### src/rtl/axis_pkg.sv
// Shared definitions for the AXI-Stream packet arbiter slice.
package axis_pkg;

   localparam int AXIS_WIDTH = 16;
   localparam int AXIS_CNT_W = 16;

   typedef enum logic [1:0] {
      ARB_IDLE,
      ARB_LOCK0,
      ARB_LOCK1
   } arb_state_t;

endpackage

### src/rtl/axis_skid_buffer.sv
// Two-entry registered skid buffer: the main register drives the outputs,
// and the skid register absorbs one beat while the main register is stalled.
module axis_skid_buffer #(
   parameter int WIDTH = 17
) (
   input  logic             clk,
   input  logic             rst_n,
   input  logic             in_valid,
   output logic             in_ready,
   input  logic [WIDTH-1:0] in_data,
   output logic             out_valid,
   input  logic             out_ready,
   output logic [WIDTH-1:0] out_data
);

   logic             skid_valid;
   logic [WIDTH-1:0] skid_data;
   logic             in_fire;

   // The skid slot only fills while the main register is full, so an empty
   // skid slot means fewer than two beats are held.
   assign in_ready = ~skid_valid;
   assign in_fire  = in_valid & in_ready;

   // Refill the main register whenever it is empty or draining, preferring
   // the older skid beat; otherwise park the incoming beat in the skid slot.
   always_ff @(posedge clk or negedge rst_n) begin
      if (!rst_n) begin
         out_valid  <= 1'b0;
         out_data   <= '0;
         skid_valid <= 1'b0;
         skid_data  <= '0;
      end else if (!out_valid || out_ready) begin
         if (skid_valid) begin
            out_valid  <= 1'b1;
            out_data   <= skid_data;
            skid_valid <= 1'b0;
         end else begin
            out_valid <= in_fire;
            if (in_fire) begin
               out_data <= in_data;
            end
         end
      end else if (in_fire) begin
         skid_valid <= 1'b1;
         skid_data  <= in_data;
      end
   end

endmodule

### src/rtl/axis_pkt_arbiter_2to1.sv
// Two-input AXI-Stream arbiter, round-robin at packet granularity, feeding a
// registered skid buffer. Per-port completed-packet counters for status.
module axis_pkt_arbiter_2to1
   import axis_pkg::*;
#(
   parameter int WIDTH = AXIS_WIDTH,
   parameter int CNT_W = AXIS_CNT_W
) (
   input  logic             clk,
   input  logic             rst_n,
   input  logic [WIDTH-1:0] data_0,
   input  logic             valid_0,
   input  logic             last_0,
   output logic             ready_0,
   input  logic [WIDTH-1:0] data_1,
   input  logic             valid_1,
   input  logic             last_1,
   output logic             ready_1,
   output logic [WIDTH-1:0] data,
   output logic             valid,
   output logic             last,
   input  logic             ready,
   output logic [CNT_W-1:0] pkt_cnt_0,
   output logic [CNT_W-1:0] pkt_cnt_1
);

   arb_state_t       state, state_next;
   logic             prio, prio_next;
   logic             grant_valid;
   logic             grant_idx;
   logic             space;
   logic             sel_valid;
   logic             sel_last;
   logic [WIDTH-1:0] sel_data;
   logic             accept;
   logic [WIDTH:0]   buf_out;

   // Grant selection: a locked port keeps the grant; when idle, prio wins ties.
   always_comb begin
      grant_valid = 1'b0;
      grant_idx   = 1'b0;
      case (state)
         ARB_IDLE: begin
            if (prio ? valid_1 : valid_0) begin
               grant_valid = 1'b1;
               grant_idx   = prio;
            end else if (prio ? valid_0 : valid_1) begin
               grant_valid = 1'b1;
               grant_idx   = ~prio;
            end
         end
         ARB_LOCK0: begin
            grant_valid = 1'b1;
            grant_idx   = 1'b0;
         end
         ARB_LOCK1: begin
            grant_valid = 1'b1;
            grant_idx   = 1'b1;
         end
         default: begin
            grant_valid = 1'b0;
            grant_idx   = 1'b0;
         end
      endcase
   end

   assign ready_0   = space & grant_valid & ~grant_idx;
   assign ready_1   = space & grant_valid & grant_idx;
   assign sel_valid = grant_valid & (grant_idx ? valid_1 : valid_0);
   assign sel_last  = grant_idx ? last_1 : last_0;
   assign sel_data  = grant_idx ? data_1 : data_0;
   assign accept    = sel_valid & space;

   // Next-state: lock on a non-last beat from idle, release on any last beat.
   always_comb begin
      state_next = state;
      prio_next  = prio;
      if (accept) begin
         if (sel_last) begin
            state_next = ARB_IDLE;
            prio_next  = ~grant_idx;
         end else if (state == ARB_IDLE) begin
            state_next = grant_idx ? ARB_LOCK1 : ARB_LOCK0;
         end
      end
   end

   // Arbiter state and round-robin priority register.
   always_ff @(posedge clk or negedge rst_n) begin
      if (!rst_n) begin
         state <= ARB_IDLE;
         prio  <= 1'b0;
      end else begin
         state <= state_next;
         prio  <= prio_next;
      end
   end

   // Packet counters advance when the last beat is accepted upstream.
   always_ff @(posedge clk or negedge rst_n) begin
      if (!rst_n) begin
         pkt_cnt_0 <= '0;
         pkt_cnt_1 <= '0;
      end else if (accept && sel_last) begin
         if (grant_idx) begin
            pkt_cnt_1 <= pkt_cnt_1 + CNT_W'(1);
         end else begin
            pkt_cnt_0 <= pkt_cnt_0 + CNT_W'(1);
         end
      end
   end

   axis_skid_buffer #(
      .WIDTH (WIDTH + 1)
   ) u_skid (
      .clk       (clk),
      .rst_n     (rst_n),
      .in_valid  (sel_valid),
      .in_ready  (space),
      .in_data   ({sel_last, sel_data}),
      .out_valid (valid),
      .out_ready (ready),
      .out_data  (buf_out)
   );

   assign data = buf_out[WIDTH-1:0];
   assign last = buf_out[WIDTH];

endmodule

### config.mk
export PLATFORM = sky130hd
export DESIGN_NAME = axis_pkt_arbiter_2to1
export DESIGN_NICKNAME = d
export VERILOG_FILES = /design/src/rtl/axis_pkg.sv /design/src/rtl/axis_skid_buffer.sv /design/src/rtl/axis_pkt_arbiter_2to1.sv
export SDC_FILE = /design/constraint.sdc
export NUM_CORES = 1
export LEC_CHECK = 0
export ABC_AREA = 1
export CAP_MARGIN = 20
export CORE_ASPECT_RATIO = 2
export CORE_MARGIN = 2
export CORE_UTILIZATION = 48
export DETAILED_ROUTE_END_ITERATION = 8
export PLACE_DENSITY = 0.76
export SYNTH_ARGS = -nofsm -noshare
export SYNTH_HDL_FRONTEND = slang
export SYNTH_SLANG_ARGS = --single-unit
export TNS_END_PERCENT = 20
### constraint.sdc
create_clock -name clk -period 3.12 [get_ports clk]
set_input_delay 0.78 -clock clk [delete_from_list [all_inputs] [get_ports clk]]
set_output_delay 0.78 -clock clk [all_outputs]
set_load 0.005 [all_outputs]
==> impl_results.md <==
* Setup Skew at 5.96 ps
* Critical Path Sink Type: output pin
* Maximum VDD drop at 0.593 mV
* Clock power share at 21.1%
* Crit path arrival time at 2240 ps
* Syn-to-layout area delta at 28.6%
* DPL Wire Length at 7810 um
* CP max FO at 2
* Post-Synth Simple-Gate Area at 45.1%
* Root Buffer: clkbuf_16
* EDFF count, synth at 0
* Starting DRT DRC Count at 262
* Synth Net Count at 647
* Clock latency on the worst-skew pair at 340 ps
* Netlist Area Pre-Place at 4400 sq um
* Via density at 5.23
* Vias at 4168
* CTS tree: done
* Sequential power share at 29.6%
* Die area at 10000 sq um
* Pint at 0.00283 W
* Pin count of the biggest net entering global routing at 72
* Psw at 0.00208 W
* Dpl cells at 781
* Starting Density at 49.2%
* Leakage Power at 2.85 nW
* Die height at 139 um
* Total track usage at 23.4%
* Reg clk slew, reported paths at 60 ps
* Routed WL at 11200 um
* TritonRoute pass-1 iters at 5
* Result of the run: finished, final reports clean
* Remaining Overflow, GRT at 0
* Compound-Gate Fraction of Synth Area at 0.796%
* DRC at 0
* Setup tns final at 0 ps
* Yosys Warn Count at 0
* Combinational family with the most area after synthesis: simple AND/OR/NAND/NOR gates
* CP Data Required Time at 2340 ps
* Multiplexer area fraction after synthesis at 0%
* Final period utilization at 96.9%
* Synth Area in Adders at 1.42%
* Hold_buf cts at 0
* RSZ-0062 raised after global routing: false
* Finished Layout Cells at 797
* Comb pwr share at 49.3%
* Mapped Cells at 603
* Flops & latches, synth at 71
* Synthesized area per cell at 7.30 sq um
* Die Width at 71.7 um
* H-tree depth at 3
* I/O Buffers at 90
* Fin nets at 734
* Worst Max-Slew Pin Slew at 812 ps
* Sw Share at 42.4%
* DRT antenna net count at 0
* Row count at 49
* Cell Pwr Density at 868 nW/um^2
* WL/cell at 14.1 um
* Post-CTS setup buffers at 0
* Clock sinks at 71
* WS Path Type: primary input to output pin
* Async SR Flop Fraction at 100%
* First-pass GRT wire length at 18800 um
* Worst slew margin at 45.9%
* Xor/xnor share of the synthesized area at 4.18%
* Finish-stage setup viols at 0
* Routability Congestion at 0.844
* Max-slew violations at 0
* Bufs on Longest Clock Path at 2
* Vias in the first global route at 4017
* Max-Cap Viols at 0
* Min Tclk post-route at 3020 ps
* Post-synth top flop: dfrtp_1
* Sequential area share after synthesis at 40.4%
* Core Area at 8950 sq um
* Antenna cells at 0
* Share of cells above drive strength 1 at 7.34%
* Final Hold Viols at 0
* Synth cell types at 27
* Crit path launch type: primary input
* Hold WC Path Type: primary input to asynchronous set/reset pin
* Max Fclk at 331 MHz
* Initial antenna violation count at 0
* CTS Buf Count at 9
* Number of I/O pins at 91
-- cells in the mapped netlist, drive strengths merged, types with 4 or more instances --
| master | instances | area share [%] |
|---|---|---|
| xor2 | 9 | 1.8 |
| nand3 | 85 | 11 |
| dfrtp | 71 | 40 |
| ha | 5 | 1.4 |
| inv | 49 | 4.2 |
| o21ai | 6 | 0.68 |
| nand3b | 35 | 6.0 |
| nand2 | 266 | 24 |
| nor2 | 38 | 3.9 |
| xnor2 | 12 | 2.4 |
| buf | 20 | 3.6 |
| clkbuf | 4 | 0.34 |
-- state kept, by name, indices dropped and copies added (netlist names) --
signal / cells
u_skid.out_valid: 1
pkt_cnt_0: 16
pkt_cnt_1: 16
state: 2
u_skid.skid_valid: 1
u_skid.out_data: 17
prio: 1
u_skid.skid_data: 17
-- worst paths after layout --
path	startpoint	end	slack, ps	cells after the start
max	valid_1	ready_0	100	8
min	rst_n	pkt_cnt_0[14]	450	2
max reg2reg	state[0]	u_skid.out_data[14]	780	10
min reg2reg	u_skid.out_data[16]	u_skid.out_data[16]	470	2
max in group asynchronous	rst_n	pkt_cnt_0[12]	2330	2
min in group clk	u_skid.out_data[16]	u_skid.out_data[16]	470	2
-- layout by cell type (no fill, tap or decap), types with 2 or more instances in the layout --
cell | netlist | final
nand2_1 | 258 | 258
clkdlybuf4s50_1 | 0 | 87
nand3_1 | 79 | 78
dfrtp_1 | 71 | 71
inv_1 | 46 | 46
nand3b_1 | 35 | 35
nor2_1 | 33 | 33
xnor2_1 | 12 | 12
xor2_1 | 9 | 9
clkbuf_16 | 0 | 9
buf_4 | 1 | 8
o21ai_0 | 6 | 6
ha_1 | 5 | 5
nand2_2 | 4 | 4
nand3_4 | 4 | 4
inv_2 | 3 | 3
nand3_2 | 2 | 3
nor2_4 | 3 | 3
clkinv_2 | 0 | 3
nand2_8 | 2 | 2
nand2_4 | 2 | 2
nor2_2 | 2 | 2
clkinvlp_4 | 0 | 2
dlymetal6s2s_1 | 0 | 2
buf_12 | 0 | 2
-- power by group through the flow --
stage	Combinational, W	Sequential [W]	Clock, W
floorplan	0.00170	0.00141	0
global placement	0.00236	0.00146	0
detailed placement	0.00243	0.00146	0
CTS	0.00245	0.00146	0.00105
global route	0.00268	0.00149	0.00109
finish	0.00242	0.00146	0.00104
-- area by class of cell --
cell class / count / area, sq um
Inverter: 49 / 184
Fill cell: 788 / 3290
Multi-Input combinational cell: 459 / 2270
Timing Repair Buffer: 100 / 1000
Clock buffer: 10 / 239
Sequential cell: 71 / 1780
Tap cell: 102 / 128
Clock inverter: 6 / 60.1
-- per-layer routing --
metal / GRT usage, % / wire, um / vias to the layer above
met2: 42.5 / 6230 / 123
li1: - / - / 2059
met3: 4.13 / 518 / 18
met4: 9.43 / 206 / 0
met5: 0 / 0 / -
met1: 26.3 / 4280 / 1968
-- worst max-delay path, stage by stage --
cell	delay, ps
clkdlybuf4s50_1	480
nand2_1	100
nand3_2	90
nand2_1	50
inv_1	70
nand2_1	80
nor2_1	90
clkdlybuf4s50_1	500
-- per-stage QoR --
stage	power (W)	instance area [sq um]	hold slack, ps	util, %	setup WS (ps)
final	0.00492	5660	453	63.3	95.9
after global routing	0.00527	5660	489	63.3	17.8
after CTS	0.00495	5650	473	63.1	90.6
after detailed placement	0.00389	5350	460	59.8	96.6
after global placement	0.00381	5350	453	59.8	146
after floorplan	0.00311	4400	442	-	744
-- kinds of logic after synthesis --
group / count (synthesis)
AO/OA/AOI/OAI: 7
XOR/XNOR: 21
adder cells (fa/ha/maj): 5
buffers and inverters: 73
flip-flops: 71
AND/OR/NAND/NOR: 426
-- repair_timing --
item,in CTS,in global routing
endpoints found under the hold margin,0,0
resized for setup,0,3
setup endpoints to repair,0,2
Note: power is estimated with default switching activity, not from simulation.
